### config.mk
export PLATFORM = sky130hd
export DESIGN_NAME = fetch_stage_flat
export DESIGN_NICKNAME = d
export VERILOG_FILES = /design/src/rtl/fetch_stage_if.sv /design/src/rtl/fetch_stage.sv /design/src/flat_wrapper.sv
export SDC_FILE = /design/constraint.sdc
export NUM_CORES = 1
export LEC_CHECK = 0
export ABC_AREA = 1
export CAP_MARGIN = 20
export CORE_ASPECT_RATIO = 0.5
export CORE_UTILIZATION = 45
export DETAILED_ROUTE_END_ITERATION = 12
export PLACE_DENSITY = 0.86
export SLEW_MARGIN = 20
export SYNTH_ARGS = -nofsm -noshare
export SYNTH_HDL_FRONTEND = slang
export SYNTH_SLANG_ARGS = --single-unit
### constraint.sdc
create_clock -name clk -period 5.4 [get_ports clk]
set_input_delay 1.35 -clock clk [delete_from_list [all_inputs] [get_ports clk]]
set_output_delay 1.35 -clock clk [all_outputs]
set_load 0.01 [all_outputs]
### src/rtl/fetch_stage_if.sv
// Instruction-memory read channel between the fetch stage (master) and instruction memory (slave).
// Single outstanding request: req/ready handshake for the address, rvalid/rdata for the response.
interface fetch_stage_if #(
    parameter int XLEN = 32
);
    logic            req;
    logic [XLEN-1:0] addr;
    logic            ready;
    logic            rvalid;
    logic [XLEN-1:0] rdata;

    modport master (output req, addr, input ready, rvalid, rdata);
    modport slave  (input req, addr, output ready, rvalid, rdata);
endinterface

### src/rtl/fetch_stage.sv
// Instruction-fetch stage: owns the PC, issues one read at a time to instruction memory and presents the
// fetched instruction to IF/ID, honouring downstream stall and EX redirects (stale responses are drained).
module fetch_stage #(
    parameter int              XLEN      = 32,
    parameter logic [XLEN-1:0] RESET_PC  = '0,
    parameter logic [XLEN-1:0] NOP_INSTR = XLEN'(32'h0000_0013)
) (
    input  logic            clk,
    input  logic            rst,
    input  logic            stall,
    input  logic            redirect,
    input  logic [XLEN-1:0] redirect_pc,
    fetch_stage_if.master   imem,
    output logic [XLEN-1:0] pc_out,
    output logic [XLEN-1:0] pc_p4_out,
    output logic [XLEN-1:0] instr_out,
    output logic [4:0]      rd_out,
    output logic            valid_out
);

    typedef enum logic [1:0] {
        S_REQ   = 2'd0,
        S_WAIT  = 2'd1,
        S_HOLD  = 2'd2,
        S_DRAIN = 2'd3
    } state_t;

    state_t          state, state_n;
    logic [XLEN-1:0] pc, pc_n;
    logic [XLEN-1:0] hold_buf, hold_buf_n;
    logic [XLEN-1:0] pc_p4;
    logic [XLEN-1:0] redirect_target;

    assign pc_p4           = pc + XLEN'(4);
    assign redirect_target = {redirect_pc[XLEN-1:2], 2'b00};

    // NOTE: state registers use non-blocking assignments so every flop samples pre-edge values.
    always_ff @(posedge clk or posedge rst) begin
        if (rst) begin
            state    <= S_REQ;
            pc       <= RESET_PC;
            hold_buf <= NOP_INSTR;
        end else begin
            state    <= state_n;
            pc       <= pc_n;
            hold_buf <= hold_buf_n;
        end
    end

    // NOTE: every comb output is defaulted first so no path leaves a value unassigned (no latches).
    always_comb begin
        state_n    = state;
        pc_n       = pc;
        hold_buf_n = hold_buf;
        if (redirect) begin
            // Redirect outranks stall; an already-accepted request must be drained before refetching.
            pc_n       = redirect_target;
            hold_buf_n = NOP_INSTR;
            unique case (state)
                S_REQ:   state_n = imem.ready  ? S_DRAIN : S_REQ;
                S_WAIT:  state_n = imem.rvalid ? S_REQ   : S_DRAIN;
                S_HOLD:  state_n = S_REQ;
                S_DRAIN: state_n = imem.rvalid ? S_REQ   : S_DRAIN;
                default: state_n = S_REQ;
            endcase
        end else begin
            unique case (state)
                S_REQ: begin
                    if (imem.ready) state_n = S_WAIT;
                end
                S_WAIT: begin
                    if (imem.rvalid) begin
                        if (stall) begin
                            hold_buf_n = imem.rdata;
                            state_n    = S_HOLD;
                        end else begin
                            pc_n    = pc_p4;
                            state_n = S_REQ;
                        end
                    end
                end
                S_HOLD: begin
                    if (!stall) begin
                        pc_n       = pc_p4;
                        hold_buf_n = NOP_INSTR;
                        state_n    = S_REQ;
                    end
                end
                S_DRAIN: begin
                    if (imem.rvalid) state_n = S_REQ;
                end
                default: state_n = S_REQ;
            endcase
        end
    end

    always_comb begin
        imem.req  = (state == S_REQ) && !rst;
        valid_out = 1'b0;
        instr_out = NOP_INSTR;
        if (!redirect) begin
            if (state == S_WAIT && imem.rvalid) begin
                valid_out = 1'b1;
                instr_out = imem.rdata;
            end else if (state == S_HOLD) begin
                valid_out = 1'b1;
                instr_out = hold_buf;
            end
        end
    end

    assign imem.addr = pc;
    assign pc_out    = pc;
    assign pc_p4_out = pc_p4;
    assign rd_out    = instr_out[11:7];

    rvalid_in_window: assert property (@(posedge clk) disable iff (rst)
        imem.rvalid |-> (state == S_WAIT || state == S_DRAIN));

endmodule

### src/flat_wrapper.sv
// flat-port wrapper written by rule: the top's interface ports become plain ports
module fetch_stage_flat 
#(
    parameter int              XLEN      = 32,
    parameter logic [XLEN-1:0] RESET_PC  = '0,
    parameter logic [XLEN-1:0] NOP_INSTR = XLEN'(32'h0000_0013)
)
  (clk, rst, stall, redirect, redirect_pc, pc_out, pc_p4_out, instr_out, rd_out, valid_out, imem_req, imem_addr, imem_ready, imem_rvalid, imem_rdata);
  fetch_stage_if #(.XLEN(XLEN)) imem_i ();
  input  logic clk;
  input  logic rst;
  input  logic stall;
  input  logic redirect;
  input  logic [XLEN-1:0] redirect_pc;
  output logic [XLEN-1:0] pc_out;
  output logic [XLEN-1:0] pc_p4_out;
  output logic [XLEN-1:0] instr_out;
  output logic [4:0] rd_out;
  output logic valid_out;
  output wire logic [$bits(imem_i.req)-1:0] imem_req;
  output wire logic [$bits(imem_i.addr)-1:0] imem_addr;
  input wire logic [$bits(imem_i.ready)-1:0] imem_ready;
  input wire logic [$bits(imem_i.rvalid)-1:0] imem_rvalid;
  input wire logic [$bits(imem_i.rdata)-1:0] imem_rdata;
  assign imem_req = imem_i.req;
  assign imem_addr = imem_i.addr;
  assign imem_i.ready = imem_ready;
  assign imem_i.rvalid = imem_rvalid;
  assign imem_i.rdata = imem_rdata;
  fetch_stage #(.XLEN(XLEN), .RESET_PC(RESET_PC), .NOP_INSTR(NOP_INSTR)) u_core (.clk(clk), .rst(rst), .stall(stall), .redirect(redirect), .redirect_pc(redirect_pc), .imem(imem_i), .pc_out(pc_out), .pc_p4_out(pc_p4_out), .instr_out(instr_out), .rd_out(rd_out), .valid_out(valid_out));
endmodule
==> results by group, run 1 <==
STA
  • Tightest Pin Transition: 906 ps
  • Hold Vio Cnt, Final: 0
  • RSZ-0062 raised after global routing: false
  • Clk_skew: 4.96 ps
  • F_max: 204 MHz
  • Setup TNS: 0 ps
  • Fin crit share: 90.7%
  • Worst slew margin: 39.5%
  • Fin crit period: 4900 ps
  • Final Max Tran Viols: 0
  • Final setup margin: 504 ps
  • Final setup fails: 0

Place
  • Place WS: 505 ps
  • Number of I/O port buffers: 196
  • Cells after DPL: 952
  • Placer Congestion: 0.840
  • HPWL Detailed: 9680 um

Drt
  • Antenna-violating nets left: 0
  • DR vias/cell: 5.07
  • DR pass1 iterations: 5
  • Vias: 4910
  • DRC: 0
  • Detailed Route WL: 13500 um
  • Post-DR wirelength/cell: 13.9 um
  • DR iter-0 viols: 290

Critical path
  • Reg2reg start: u_core.state[0]
  • Arrival time worst endpoint: 3550 ps
  • Critical Path RT: 4050 ps
  • R2R Setup Slk: 3410 ps
  • Worst Setup End Kind: primary output
  • Crit-path max FO: 19
  • Worst reg-to-reg path cell count: 9
  • Setup crit start kind: input port
  • R2r endpoint: u_core.imem.addr[18]
  • WS Path Type: input port to primary output

Yosys
  • Synth warn: 0
  • Area leader, netlist: dfrtp_1
  • Top-count cell post-synth: nand2_1
  • Sequential-to-total area share from yosys stat: 35.5%
  • Post-synthesis area per instance: 6.66 um^2
  • Post-Syn Instances: 680
  • Number of enable flip-flop cells after synthesis: 0
  • Asr flop ratio synth: 100%
  • Synth top area share: 33.7%
  • Register bit total from synthesis: 64
  • Ys flop type: dfrtp_1
  • Top cells by area, synth: dfrtp_1 (34%), nand2_1 (14%), nor2_1 (9.5%)
  • Most frequent cells after synthesis: nand2_1 (164), nor2_1 (114), inv_1 (72), dfrtp_1 (61), nand3_1 (59)
  • Netlist cell types: 32
  • Post-synthesis cell area: 4530 um^2

GRT
  • First-pass GRT wire length: 21100 um
  • Initial antenna violation count: 0
  • Total global routing overflow: 0
  • Largest net degree at the start of global routing: 65
  • Vias in the first global route: 4438
  • Total Routing Usage GR: 25.8%

Final layout
  • Syn-to-layout area delta: 46.7%
  • Share of layout cells above drive strength 1: 5.64%
  • Register Area: 1610 um^2
  • Final #Nets: 900
  • Area of the multi-input gates: 2200 um^2
  • N_diodes: 0
  • Final cell count without fillers: 969
  • Filler cells: 813

Clock tree
  • Root Buffer: clkbuf_16
  • Sink Count: 64
  • Post-CTS Setup Bufs: 0
  • CTS Buffer Depth: 2
  • Worst-Skew Late Latency: 330 ps
  • Hold_buf cts: 0
  • CTS resizes: 0
  • Cts bufs inserted: 9
  • CTS tree: done
  • H-tree Lvls: 3
  • Worst-path clk slew: 60 ps

Job
  • Max-Cap Viols: 0

Min path
  • Worst hold path endpoint: u_core.hold_buf[0]
  • Hold Crit Class: flip-flop to flip-flop
  • Worst hold start: u_core.hold_buf[0]
  • Hold path depth: 2

Die
  • Die Y: 72.9 um
  • Initial Util: 47.2%
  • FP Rows: 25
  • DIE WIDTH: 144 um
  • Total core area: 9600 um^2
  • IO Pins: 205
  • Die area: 10500 um^2

Outcome
  • Status: complete, no violations

Power
  • Power density over the cells: 531 nW/um^2
  • Pwr Total: 0.00353 W
  • Worst VDD drop: 0.000279 V
  • Leakage power: 2.95 nW
## cell families after synthesis
| family | share of synthesized area, % |
|---|---|
| simple gates | 31.8 |
| xor+xnor | 1.35 |
| buf+inv | 16.6 |
| fa+ha+maj | 0.276 |
| other cells | 0.0828 |
| compound gates | 14.4 |
| flops | 35.5 |
## per-stage QoR
step           hold WS (ps)  util [%]  cell area (um^2)
2_1_floorplan           460         -              4550
3_3_place_gp            477      65.3              6270
3_5_place_dp            484      65.3              6270
4_1_cts                 494      68.9              6620
5_1_grt                 520      69.2              6640
6_report                491      69.2              6640
## worst max-delay path by stage
stage,from,end
3_3_place_gp,imem_rvalid,instr_out[16]
6_report,imem_rvalid,instr_out[16]
5_1_grt,imem_rvalid,instr_out[16]
2_1_floorplan,imem_rvalid,rd_out[3]
4_1_cts,imem_rvalid,instr_out[16]
3_5_place_dp,imem_rvalid,instr_out[16]
## registers in the layout, indices dropped and copies added (netlist names)
name	cells
u_core.hold_buf	32
u_core.imem.addr	30
u_core.state	2
## area by class of cell
| type | instances | share of cell area (%) |
|---|---|---|
| clock inverters | 7 | 1.81 |
| well taps | 135 | 2.54 |
| multi-input cells | 475 | 33.1 |
| clock buffers | 9 | 3.39 |
| inverters | 75 | 4.24 |
| flip-flops and latches | 64 | 24.2 |
| repair buffers | 204 | 30.7 |
## metal layers
| metal | GRT usage [%] | part of all wire, % | vias to the layer above |
|---|---|---|---|
| met5 | 0 | 0 | - |
| met4 | 8.87 | 2.4 | 0 |
| met3 | 5.45 | 5.6 | 32 |
| met2 | 44.9 | 50 | 186 |
| met1 | 32.0 | 42 | 2282 |
| li1 | - | - | 2410 |
## critical path: stages
cell,delay (ps)
clkdlybuf4s50_1,520
nand2_2,70
nand2_1,120
nand2_1,270
buf_4,320
a211oi_1,280
clkdlybuf4s50_1,610
## power breakdown
| part | internal (W) | switching, W |
|---|---|---|
| registers | 0.000691 | 0.000236 |
| clock network | 0.000451 | 0.000225 |
| logic | 0.000954 | 0.000967 |
## cells in the final DEF, fill, tap and decap left out
master	n
buf_4	7
o21ai_0	48
nand3_1	59
a211oi_1	29
nand3b_1	2
bufinv_16	3
clkbuf_16	9
dfrtp_1	61
clkdlybuf4s50_1	196
clkinv_4	2
o21ai_4	1
o211ai_1	3
xor2_1	3
inv_2	4
ha_1	1
clkinvlp_4	1
buf_16	1
dfstp_2	3
nor2_1	113
nand2_1	163
o211a_1	1
a21oi_1	20
and2_1	2
nor2_2	8
clkinv_2	1
o21ai_1	4
o31ai_2	2
xnor2_1	4
nor2_4	1
inv_1	71
nor3_1	1
conb_1	6
a21oi_2	1
nand2_2	3
Note: power is estimated with default switching activity, not from simulation.
==> run 2: changes to the inputs <==
Settings changed: GPL_ROUTABILITY_DRIVEN set to 0, RECOVER_POWER set to 25.
==> run 2 against run 1 <==
  * The run now ends with capacitance limit, slew limit left
  * Final cell count stayed put
  * Final area is 0.11% lower
  * Routed wire length hardly changed
  * Critical path depth stayed put
  * Die area stayed put
  * Critical path type unchanged
==> results by group, run 2 (synthesized netlist as in run 1, its figures left out) <==
Power
  • Leakage power: 2.94 nW
  • Worst VDD drop: 0.000278 V
  • Power density over the cells: 531 nW/um^2

Final layout
  • Syn-to-layout area delta: 46.6%
  • Share of layout cells above drive strength 1: 5.28%
  • N_diodes: 0
  • Biggest register: u_core.hold_buf
  • Register Area: 1610 um^2
  • Max FFs per register: 32
  • Final #Nets: 900
  • Most frequent cells in the layout: clkdlybuf4s50_1 (192), nand2_1 (163), nor2_1 (113), inv_1 (72), dfrtp_1 (61)
  • Filler cells: 814
  • Most common cell after layout, fill and taps aside: clkdlybuf4s50_1
  • Area of the multi-input gates: 2200 um^2

Die
  • Die area: 10500 um^2
  • Initial Util: 47.2%
  • FP Rows: 25
  • Die Y: 72.9 um
  • IO Pins: 205
  • Total core area: 9600 um^2
  • DIE WIDTH: 144 um

Drt
  • Vias: 4933
  • DR vias/cell: 5.09
  • DR pass1 iterations: 5
  • Antenna-violating nets left: 0
  • DR iter-0 viols: 308
  • Detailed Route WL: 13500 um
  • DRC: 0
  • Post-DR wirelength/cell: 13.9 um

Critical path
  • R2R Setup Slk: 3430 ps
  • Worst path max stage delay: 610 ps
  • Worst-path cell chain: dlygate4sd3_1 -> nand2_2 -> nand2_1 -> nand2_1 -> buf_4 -> a211oi_1 -> clkdlybuf4s50_1
  • Worst Setup End Kind: primary output
  • Worst reg-to-reg path cell count: 9
  • Slowest CP cell: clkdlybuf4s50_1
  • WS Path Type: input port to primary output
  • Critical Path RT: 4050 ps
  • Crit-path max FO: 19
  • Arrival time worst endpoint: 3620 ps
  • R2r endpoint: u_core.imem.addr[18]
  • Reg2reg start: u_core.state[1]
  • Setup crit start kind: input port
  • Crit path top cell by count: nand2_1

Clock tree
  • CTS tree: done
  • Post-CTS Setup Bufs: 0
  • Worst-path clk slew: 60 ps
  • CTS resizes: 0
  • H-tree Lvls: 3
  • CTS Buffer Depth: 2
  • Hold_buf cts: 0
  • Sink Count: 64
  • Cts bufs inserted: 9
  • Worst-Skew Late Latency: 330 ps
  • Root Buffer: clkbuf_16

STA
  • F_max: 201 MHz
  • Clk_skew: 3.54 ps
  • Tightest Pin Transition: 2080 ps
  • Worst slew margin: -38.6%
  • Fin crit period: 4970 ps
  • Final setup margin: 430 ps
  • Fin crit share: 92.0%
  • Final setup fails: 0
  • Final Max Tran Viols: 89
  • Hold Vio Cnt, Final: 0
  • RSZ-0062 raised after global routing: false
  • Setup TNS: 0 ps

Min path
  • Hold Crit Class: flip-flop to flip-flop
  • Worst hold start: u_core.hold_buf[0]
  • Worst hold path endpoint: u_core.hold_buf[0]
  • Hold path depth: 2

Place
  • HPWL Detailed: 9680 um
  • Place WS: 505 ps
  • Number of I/O port buffers: 196

GRT
  • Largest net degree at the start of global routing: 65
  • Total global routing overflow: 0
  • Initial antenna violation count: 0
  • Vias in the first global route: 4438
  • First-pass GRT wire length: 21100 um
  • Total Routing Usage GR: 25.8%

Outcome
  • Failing checks: capacitance limit, slew limit
  • Status: finished, violations left

Job
  • Max-Cap Viols: 2
==> run 2: cell count changes in the layout (fill, tap and decap cells not counted), sizes merged <==
| cell | previous run | this run |
|---|---|---|
| dlygate4sd3 | 0 | 4 |
| clkbuf | 9 | 11 |
| buf | 8 | 6 |
| clkdlybuf4s50 | 196 | 192 |
==> run 2: how the worst max path moves through the flow <==
| stage | from | slack (ps) | to |
|---|---|---|---|
| 2_1_floorplan | imem_rvalid | 1630 | rd_out[3] |
| 3_5_place_dp | imem_rvalid | 500 | instr_out[16] |
| 5_1_grt | imem_rvalid | 290 | instr_out[16] |
| 6_report | imem_rvalid | 430 | instr_out[16] |
| 3_3_place_gp | imem_rvalid | 530 | instr_out[16] |
| 4_1_cts | imem_rvalid | 480 | instr_out[16] |
==> run 2: critical path, delay by kind of cell <==
kind	cells	cell delay, ps
buffers and inverters	3	1520
AOI/OAI and AO/OA	1	280
and+or+nand+nor	3	470
==> run 2: layer usage <==
metal	vias to the layer above	routed length (um)	GRT usage, %
li1	2414	-	-
met1	2312	5750	32.0
met2	177	6710	44.9
met3	30	721	5.45
met4	0	303	8.87
met5	-	0	0
==> run 2: cell type report <==
class | instances | share of cell area (%)
clock buffers | 9 | 3.39
clock inverters | 7 | 1.81
well taps | 135 | 2.55
inverters | 75 | 4.24
flip-flops and latches | 64 | 24.2
multi-input cells | 475 | 33.2
repair buffers | 204 | 30.7
==> run 2: power breakdown <==
group / internal, W / leakage (nW) / switching, W
clock network: 0.000451 / 0.166 / 0.000225
logic: 0.000951 / 1.98 / 0.000966
registers: 0.000691 / 0.792 / 0.000238
total: 0.00209 / 2.94 / 0.00143
==> run 2: metrics by stage <==
stage | power, W | cell area, um^2 | util (%) | instances | hold slack (ps)
after floorplan | 0.00197 | 4550 | - | 685 | 460
after global placement | 0.00276 | 6270 | 65.3 | 952 | 477
final | 0.00352 | 6640 | 69.1 | 969 | 491
after global routing | 0.00376 | 6640 | 69.1 | 969 | 520
after CTS | 0.00352 | 6620 | 68.9 | 968 | 494
after detailed placement | 0.00283 | 6270 | 65.3 | 952 | 484
==> run 3: changes to the inputs <==
Settings changed: CTS_CLUSTER_DIAMETER set to 200.
==> results of run 3 <==
Final layout, timing and power as in run 2 (identical DEF).
